## config.mk

```make
export PLATFORM = sky130hd
export DESIGN_NAME = control_unit_mc
export DESIGN_NICKNAME = d
export VERILOG_FILES = /design/src/rtl/control_unit_mc.sv
export SDC_FILE = /design/constraint.sdc
export NUM_CORES = 1
export LEC_CHECK = 0
export CAP_MARGIN = 10
export CELL_PAD_IN_SITES_DETAIL_PLACEMENT = 0
export CELL_PAD_IN_SITES_GLOBAL_PLACEMENT = 1
export CORE_ASPECT_RATIO = 0.5
export CORE_MARGIN = 2
export CORE_UTILIZATION = 34
export CTS_CLUSTER_SIZE = 28
export DETAILED_ROUTE_END_ITERATION = 8
export PLACE_DENSITY = 0.83
export RECOVER_POWER = 50
export SYNTH_ARGS = -nofsm -noshare
export SYNTH_HDL_FRONTEND = slang
export SYNTH_SLANG_ARGS = --single-unit
```

## constraint.sdc

```tcl
create_clock -name clk -period 2.2 [get_ports clk]
set_input_delay 0.66 -clock clk [delete_from_list [all_inputs] [get_ports clk]]
set_output_delay 0.66 -clock clk [all_outputs]
set_load 0.005 [all_outputs]
```

## src/rtl/control_unit_mc.sv

```systemverilog
// Multicycle control unit for the K&S core: Moore FSM sequencing fetch, decode
// and execute, with RAM wait states, flag-based branches and a retired counter.

package k_and_s_pkg;
  typedef enum logic [4:0] {
    I_NOP    = 5'd0,
    I_LOAD   = 5'd1,
    I_STORE  = 5'd2,
    I_MOVE   = 5'd3,
    I_ADD    = 5'd4,
    I_SUB    = 5'd5,
    I_AND    = 5'd6,
    I_OR     = 5'd7,
    I_BRANCH = 5'd8,
    I_BZERO  = 5'd9,
    I_BNZERO = 5'd10,
    I_BNEG   = 5'd11,
    I_BNNEG  = 5'd12,
    I_BOV    = 5'd13,
    I_BNOV   = 5'd14,
    I_HALT   = 5'd15
  } decoded_instruction_type;
endpackage

module control_unit_mc
  import k_and_s_pkg::*;
#(
  parameter int         MEM_LATENCY = 1,
  parameter int         CNT_W       = 32,
  parameter logic [1:0] MOVE_OP     = 2'b10
) (
  input  logic                    clk,
  input  logic                    rst,
  input  decoded_instruction_type decoded_instruction,
  input  logic                    zero_op,
  input  logic                    neg_op,
  input  logic                    unsigned_overflow,
  input  logic                    signed_overflow,
  output logic                    branch,
  output logic                    pc_enable,
  output logic                    ir_enable,
  output logic                    write_reg_enable,
  output logic                    addr_sel,
  output logic                    c_sel,
  output logic [1:0]              operation,
  output logic                    flags_reg_enable,
  output logic                    ram_write_enable,
  output logic                    halt,
  output logic [CNT_W-1:0]        retired_count
);

  typedef enum logic [3:0] {
    FETCH, FETCH_WAIT, REG_INSTR, DECODE, MEM_ADDR, MEM_WAIT,
    LOAD_WB, STORE_WR, ALU_EXEC, ALU_WB, BR_EXEC, HALT
  } state_t;

  localparam bit         HAS_WAIT = (MEM_LATENCY > 0);
  localparam logic [3:0] LAT_FULL = 4'(MEM_LATENCY);
  localparam logic [3:0] LAT_M1   = 4'(MEM_LATENCY - 1);

  state_t                  r_state;
  state_t                  w_nextState;
  decoded_instruction_type r_instr;
  logic [3:0]              r_waitCnt;
  logic [3:0]              w_waitNext;
  logic [CNT_W-1:0]        r_retired;
  logic                    w_retire;
  logic                    w_taken;
  logic                    w_isMove;
  logic [1:0]              w_aluOp;
  logic                    w_unusedFlag;

  assign w_unusedFlag  = unsigned_overflow;
  assign retired_count = r_retired;
  assign w_isMove      = (r_instr == I_MOVE);

  always_comb begin
    w_aluOp = MOVE_OP;
    case (r_instr)
      I_ADD:   w_aluOp = 2'b00;
      I_SUB:   w_aluOp = 2'b01;
      I_AND:   w_aluOp = 2'b10;
      I_OR:    w_aluOp = 2'b11;
      default: w_aluOp = MOVE_OP;
    endcase
  end

  // Branch condition uses the flag inputs live during BR_EXEC.
  always_comb begin
    w_taken = 1'b0;
    case (r_instr)
      I_BRANCH: w_taken = 1'b1;
      I_BZERO:  w_taken = zero_op;
      I_BNZERO: w_taken = ~zero_op;
      I_BNEG:   w_taken = neg_op;
      I_BNNEG:  w_taken = ~neg_op;
      I_BOV:    w_taken = signed_overflow;
      I_BNOV:   w_taken = ~signed_overflow;
      default:  w_taken = 1'b0;
    endcase
  end

  always_comb begin
    w_nextState      = r_state;
    w_waitNext       = r_waitCnt;
    w_retire         = 1'b0;
    branch           = 1'b0;
    pc_enable        = 1'b0;
    ir_enable        = 1'b0;
    write_reg_enable = 1'b0;
    addr_sel         = 1'b0;
    c_sel            = 1'b0;
    operation        = 2'b00;
    flags_reg_enable = 1'b0;
    ram_write_enable = 1'b0;
    halt             = 1'b0;
    case (r_state)
      FETCH: begin
        if (HAS_WAIT) begin
          w_nextState = FETCH_WAIT;
          w_waitNext  = LAT_M1;
        end else begin
          w_nextState = REG_INSTR;
        end
      end
      FETCH_WAIT: begin
        if (r_waitCnt == 4'd0) w_nextState = REG_INSTR;
        else                   w_waitNext  = r_waitCnt - 4'd1;
      end
      REG_INSTR: begin
        ir_enable   = 1'b1;
        pc_enable   = 1'b1;
        w_nextState = DECODE;
      end
      DECODE: begin
        case (decoded_instruction)
          I_LOAD, I_STORE:                    w_nextState = MEM_ADDR;
          I_MOVE, I_ADD, I_SUB, I_AND, I_OR:  w_nextState = ALU_EXEC;
          I_BRANCH, I_BZERO, I_BNZERO, I_BNEG,
          I_BNNEG, I_BOV, I_BNOV:             w_nextState = BR_EXEC;
          I_HALT: begin
            w_nextState = HALT;
            w_retire    = 1'b1;
          end
          default: begin
            w_nextState = FETCH;
            w_retire    = 1'b1;
          end
        endcase
      end
      // Loads always spend one turnaround cycle in MEM_WAIT after the operand
      // address settles, then MEM_LATENCY more before read data is valid.
      MEM_ADDR: begin
        addr_sel = 1'b1;
        if (r_instr == I_STORE) begin
          w_nextState = STORE_WR;
        end else begin
          w_nextState = MEM_WAIT;
          w_waitNext  = LAT_FULL;
        end
      end
      MEM_WAIT: begin
        addr_sel = 1'b1;
        if (r_waitCnt == 4'd0) w_nextState = LOAD_WB;
        else                   w_waitNext  = r_waitCnt - 4'd1;
      end
      LOAD_WB: begin
        addr_sel         = 1'b1;
        c_sel            = 1'b1;
        write_reg_enable = 1'b1;
        w_nextState      = FETCH;
        w_retire         = 1'b1;
      end
      STORE_WR: begin
        addr_sel         = 1'b1;
        ram_write_enable = 1'b1;
        w_nextState      = FETCH;
        w_retire         = 1'b1;
      end
      ALU_EXEC: begin
        operation        = w_aluOp;
        flags_reg_enable = ~w_isMove;
        w_nextState      = ALU_WB;
      end
      ALU_WB: begin
        operation        = w_aluOp;
        flags_reg_enable = ~w_isMove;
        write_reg_enable = 1'b1;
        w_nextState      = FETCH;
        w_retire         = 1'b1;
      end
      BR_EXEC: begin
        branch      = w_taken;
        pc_enable   = w_taken;
        w_nextState = FETCH;
        w_retire    = 1'b1;
      end
      HALT: begin
        halt = 1'b1;
      end
      default: w_nextState = FETCH;
    endcase
  end

  // The instruction class is latched on leaving DECODE and held until the next fetch.
  always_ff @(posedge clk) begin
    if (rst) begin
      r_state   <= FETCH;
      r_waitCnt <= 4'd0;
      r_instr   <= I_NOP;
      r_retired <= '0;
    end else begin
      r_state   <= w_nextState;
      r_waitCnt <= w_waitNext;
      if (r_state == DECODE) r_instr <= decoded_instruction;
      if (w_retire && (r_retired != {CNT_W{1'b1}})) r_retired <= r_retired + CNT_W'(1);
    end
  end

endmodule

```

==> flow_summary.toml <==
[clocking]
clock_path_buffers = 2
cts_sinks = 45
htree_levels = 2
cts.clk_slew.worst_paths_ns = 0.06
cts_root_buffer = "clkbuf_16"
worstSkewPairLatency_ns = 0.29
ctsHoldBuffers = 0
cts_tree = "yes"
cts_buffers = 5

[worst_setup_path]
arrival_ns = 1.53
cp-end-kind = "output pin"
critPathMaxFanout = 2
crit_chain = "buf_8, nor2_4, o21ai_2, nor2_2, a2111oi_4, or2_4, buf_6"
critPathSlowestCell = "a2111oi_4"
worstSetupStartpointType = "input port"
slowest_delay_ns = 0.33
rrSetupSlack_ns = 0.05
critPathRequiredTime_ns = 1.54
worstSetupPathType = "in -> out"

[grt]
grt_max_degree = 53
first_global_vias = 2766
overflow = 0
track_usage_pct = 18.63
grt_pass1_wl_um = 12720
antenna_found_initial = 0

[placed_design]
dp.cells = 508
place_congestion = 0.8318
portBuffers = 52
place_hpwl_um = 5205

[power_and_ir_drop]
seqPwrFrac_pct = 41.8
p_int_mw = 1.533
max-vdd-ir-drop_uv = 233.4
p_sw_share_pct = 25.82
power_leakage_nw = 1.666
power_frac_clock_pct = 38.5
powerDensity_mw_per_mm2 = 482.7
power_switching_mw = 0.5338
comb_power_share_pct = 19.7

[outcome]
status = "complete, no violations"

[synthesis]
synth_edf_count = 0
synth_area_per_cell_um2 = 8.160
muxShareOfSynthArea_pct = 4.638
synthesis.nets = 337
synth_compound_area_share_pct = 19.92
synth_area_leaders = "dfxtp_1, a21oi_1, nor2_1"
synth-xor-area-share_pct = 1.325
synth-simple-area-share_pct = 34.36
synth_ff_type = "dfxtp_1"
synth_seq_area_share_pct = 34.07
synthDistinctLibCells = 56
synth-async-reset-ratio_pct = 0
synth_top_cell_by_area = "dfxtp_1"
netlist_area_mm2 = 0.002644
synthAdderAreaFrac_pct = 1.325
ys_ff_latch = 45
syn_inst = 324
yosysWarnings = 0
synth_top_family_by_area = "simple AND/OR/NAND/NOR gates"
yosys.area.top_type_share_pct = 34.07

[sta]
drv_slew = 0
maxSlewHeadroom_pct = 47.77
finalCritPeriodShare_pct = 99.36
fin_hold_ws_ns = 0.5077
period_needed_ns = 2.186
hold_viol = 0
rsz0062_at_grt = "yes"
worst_pin_slew_ns = 0.7815
fmax_mhz = 457.5
fin_setup_tns_ns = 0
setup_violations = 0
finClkSkew_ns = 0.006009

[floorplanning]
row_count = 22
boundaryPins = 54
die_y_um = 66.36
core_mm2 = 0.007432
initial_utilization_pct = 35.57
dieArea_mm2 = 0.008540
die-width_um = 128.7

[layout]
fin_cells = 534
layout-drive-gt1-share_pct = 34.70
syn_to_final_growth_pct = 62.00
nNetsFinal = 450
final_util_pct = 57.63
n_fill_cell = 643
multi_input_area_mm2 = 0.001919
regArea_um2 = 912.1
n_antenna_cell = 0

[drt]
vias = 2913
routed_via_density = 5.455
wl_um = 8077
drt_iter0_markers = 167
wl_per_cell_um = 15.13
post-route-drc-count = 0
drtPass1Iterations = 4
ant_nets = 0

[flow_run]
maxCapViolCount = 0

[hold_path]
hp-class = "reg -> reg"
-- power groups by stage --
stage | clock (mW) | sequential, mW | combinational [mW]
2_1_floorplan | 0 | 0.880 | 0.179
6_report | 0.796 | 0.865 | 0.406
5_1_grt | 0.857 | 0.870 | 0.442
3_3_place_gp | 0 | 0.879 | 0.308
4_1_cts | 0.811 | 0.865 | 0.376
3_5_place_dp | 0 | 0.881 | 0.315
-- cells by family (layout without fill, tap and decap cells) --
logic type,after synthesis,after routing
AOI/OAI and AO/OA,84,85
xor gates and xnor gates,4,4
adders and majority gates,3,3
buffers and inverters,26,139
DFF,45,45
muxes,11,11
and+or+nand+nor,151,151
-- Yosys cell counts, drive strengths merged, types with 9 or more instances --
library cell / number
a21oi: 37
dfxtp: 45
buf: 11
mux2: 10
nor4: 9
nand2: 24
nor2: 32
nor2b: 16
nand4: 9
nor3: 9
o31ai: 12
or4: 13
o21ai: 12
-- flip-flops by register name, indices dropped and copies added, names as in the netlist --
signal / cells
r_state: 4
r_waitCnt: 4
r_instr: 5
retired_count: 32
-- timing repair --
| action | in CTS | in global routing |
|---|---|---|
| setup endpoints to repair | 45 | 32 |
| pin swaps | 20 | 15 |
| hold endpoints to repair | 0 | 0 |
| setup buffers | 9 | 5 |
| cloned | 4 | 0 |
| gates resized for setup | 78 | 51 |
-- metrics by stage --
step / setup WS [ns] / power (mW) / area (µm²)
after global placement: -0.9218 / 1.187 / 3664
final: 0.01415 / 2.067 / 4283
after floorplan: 0.004386 / 1.058 / 2680
after detailed placement: -0.9880 / 1.196 / 3664
after global routing: -0.04551 / 2.169 / 4283
after CTS: -0.08112 / 2.052 / 4138
-- cell usage in the layout, fill, tap and decap left out, drive strengths merged, types with 3 or more instances in the layout --
| cell type | n |
|---|---|
| a2111oi | 5 |
| a211oi | 3 |
| a21o | 3 |
| a21oi | 37 |
| and2 | 4 |
| and4 | 4 |
| buf | 76 |
| clkbuf | 13 |
| clkdlybuf4s50 | 19 |
| dfxtp | 45 |
| dlygate4sd2 | 5 |
| dlygate4sd3 | 16 |
| inv | 7 |
| mux2 | 10 |
| nand2 | 24 |
| nand3 | 8 |
| nand3b | 3 |
| nand4 | 9 |
| nor2 | 32 |
| nor2b | 16 |
| nor3 | 9 |
| nor4 | 9 |
| nor4b | 3 |
| o21ai | 12 |
| o31ai | 12 |
| o41ai | 6 |
| or2 | 4 |
| or3 | 3 |
| or4 | 13 |
| xor2 | 3 |
-- per-layer routing --
| metal | GRT usage [%] | vias up | share of wire [%] |
|---|---|---|---|
| li1 | - | 1452 | - |
| met1 | 22.61 | 1394 | 45 |
| met2 | 33.53 | 63 | 50 |
| met3 | 3.803 | 4 | 4.2 |
| met4 | 5.707 | 0 | 0.59 |
| met5 | 0 | - | 0 |
-- final timing paths --
kind	from	cells after the start	endpoint
worst max register to register	r_state[3]	9	retired_count[10]
worst min register to register	retired_count[31]	2	retired_count[31]
worst max-delay path	zero_op	7	pc_enable
worst min-delay path	retired_count[31]	2	retired_count[31]
-- cell type report --
class,count,share of cell area (%)
clock buffer,7,3.564
clock inverter,1,0.1169
inverter,7,0.6135
multi-input combinational,254,44.81
sequential,45,21.30
tap,96,2.805
timing repair buffer,124,26.79
-- critical path: cells and delay by family --
family / cells / cell delay [ns]
AOI/OAI and AO/OA: 2 / 0.44
and+or+nand+nor: 3 / 0.27
buffers and inverters: 2 / 0.16
No activity file was read; power rests on OpenSTA's default activity.
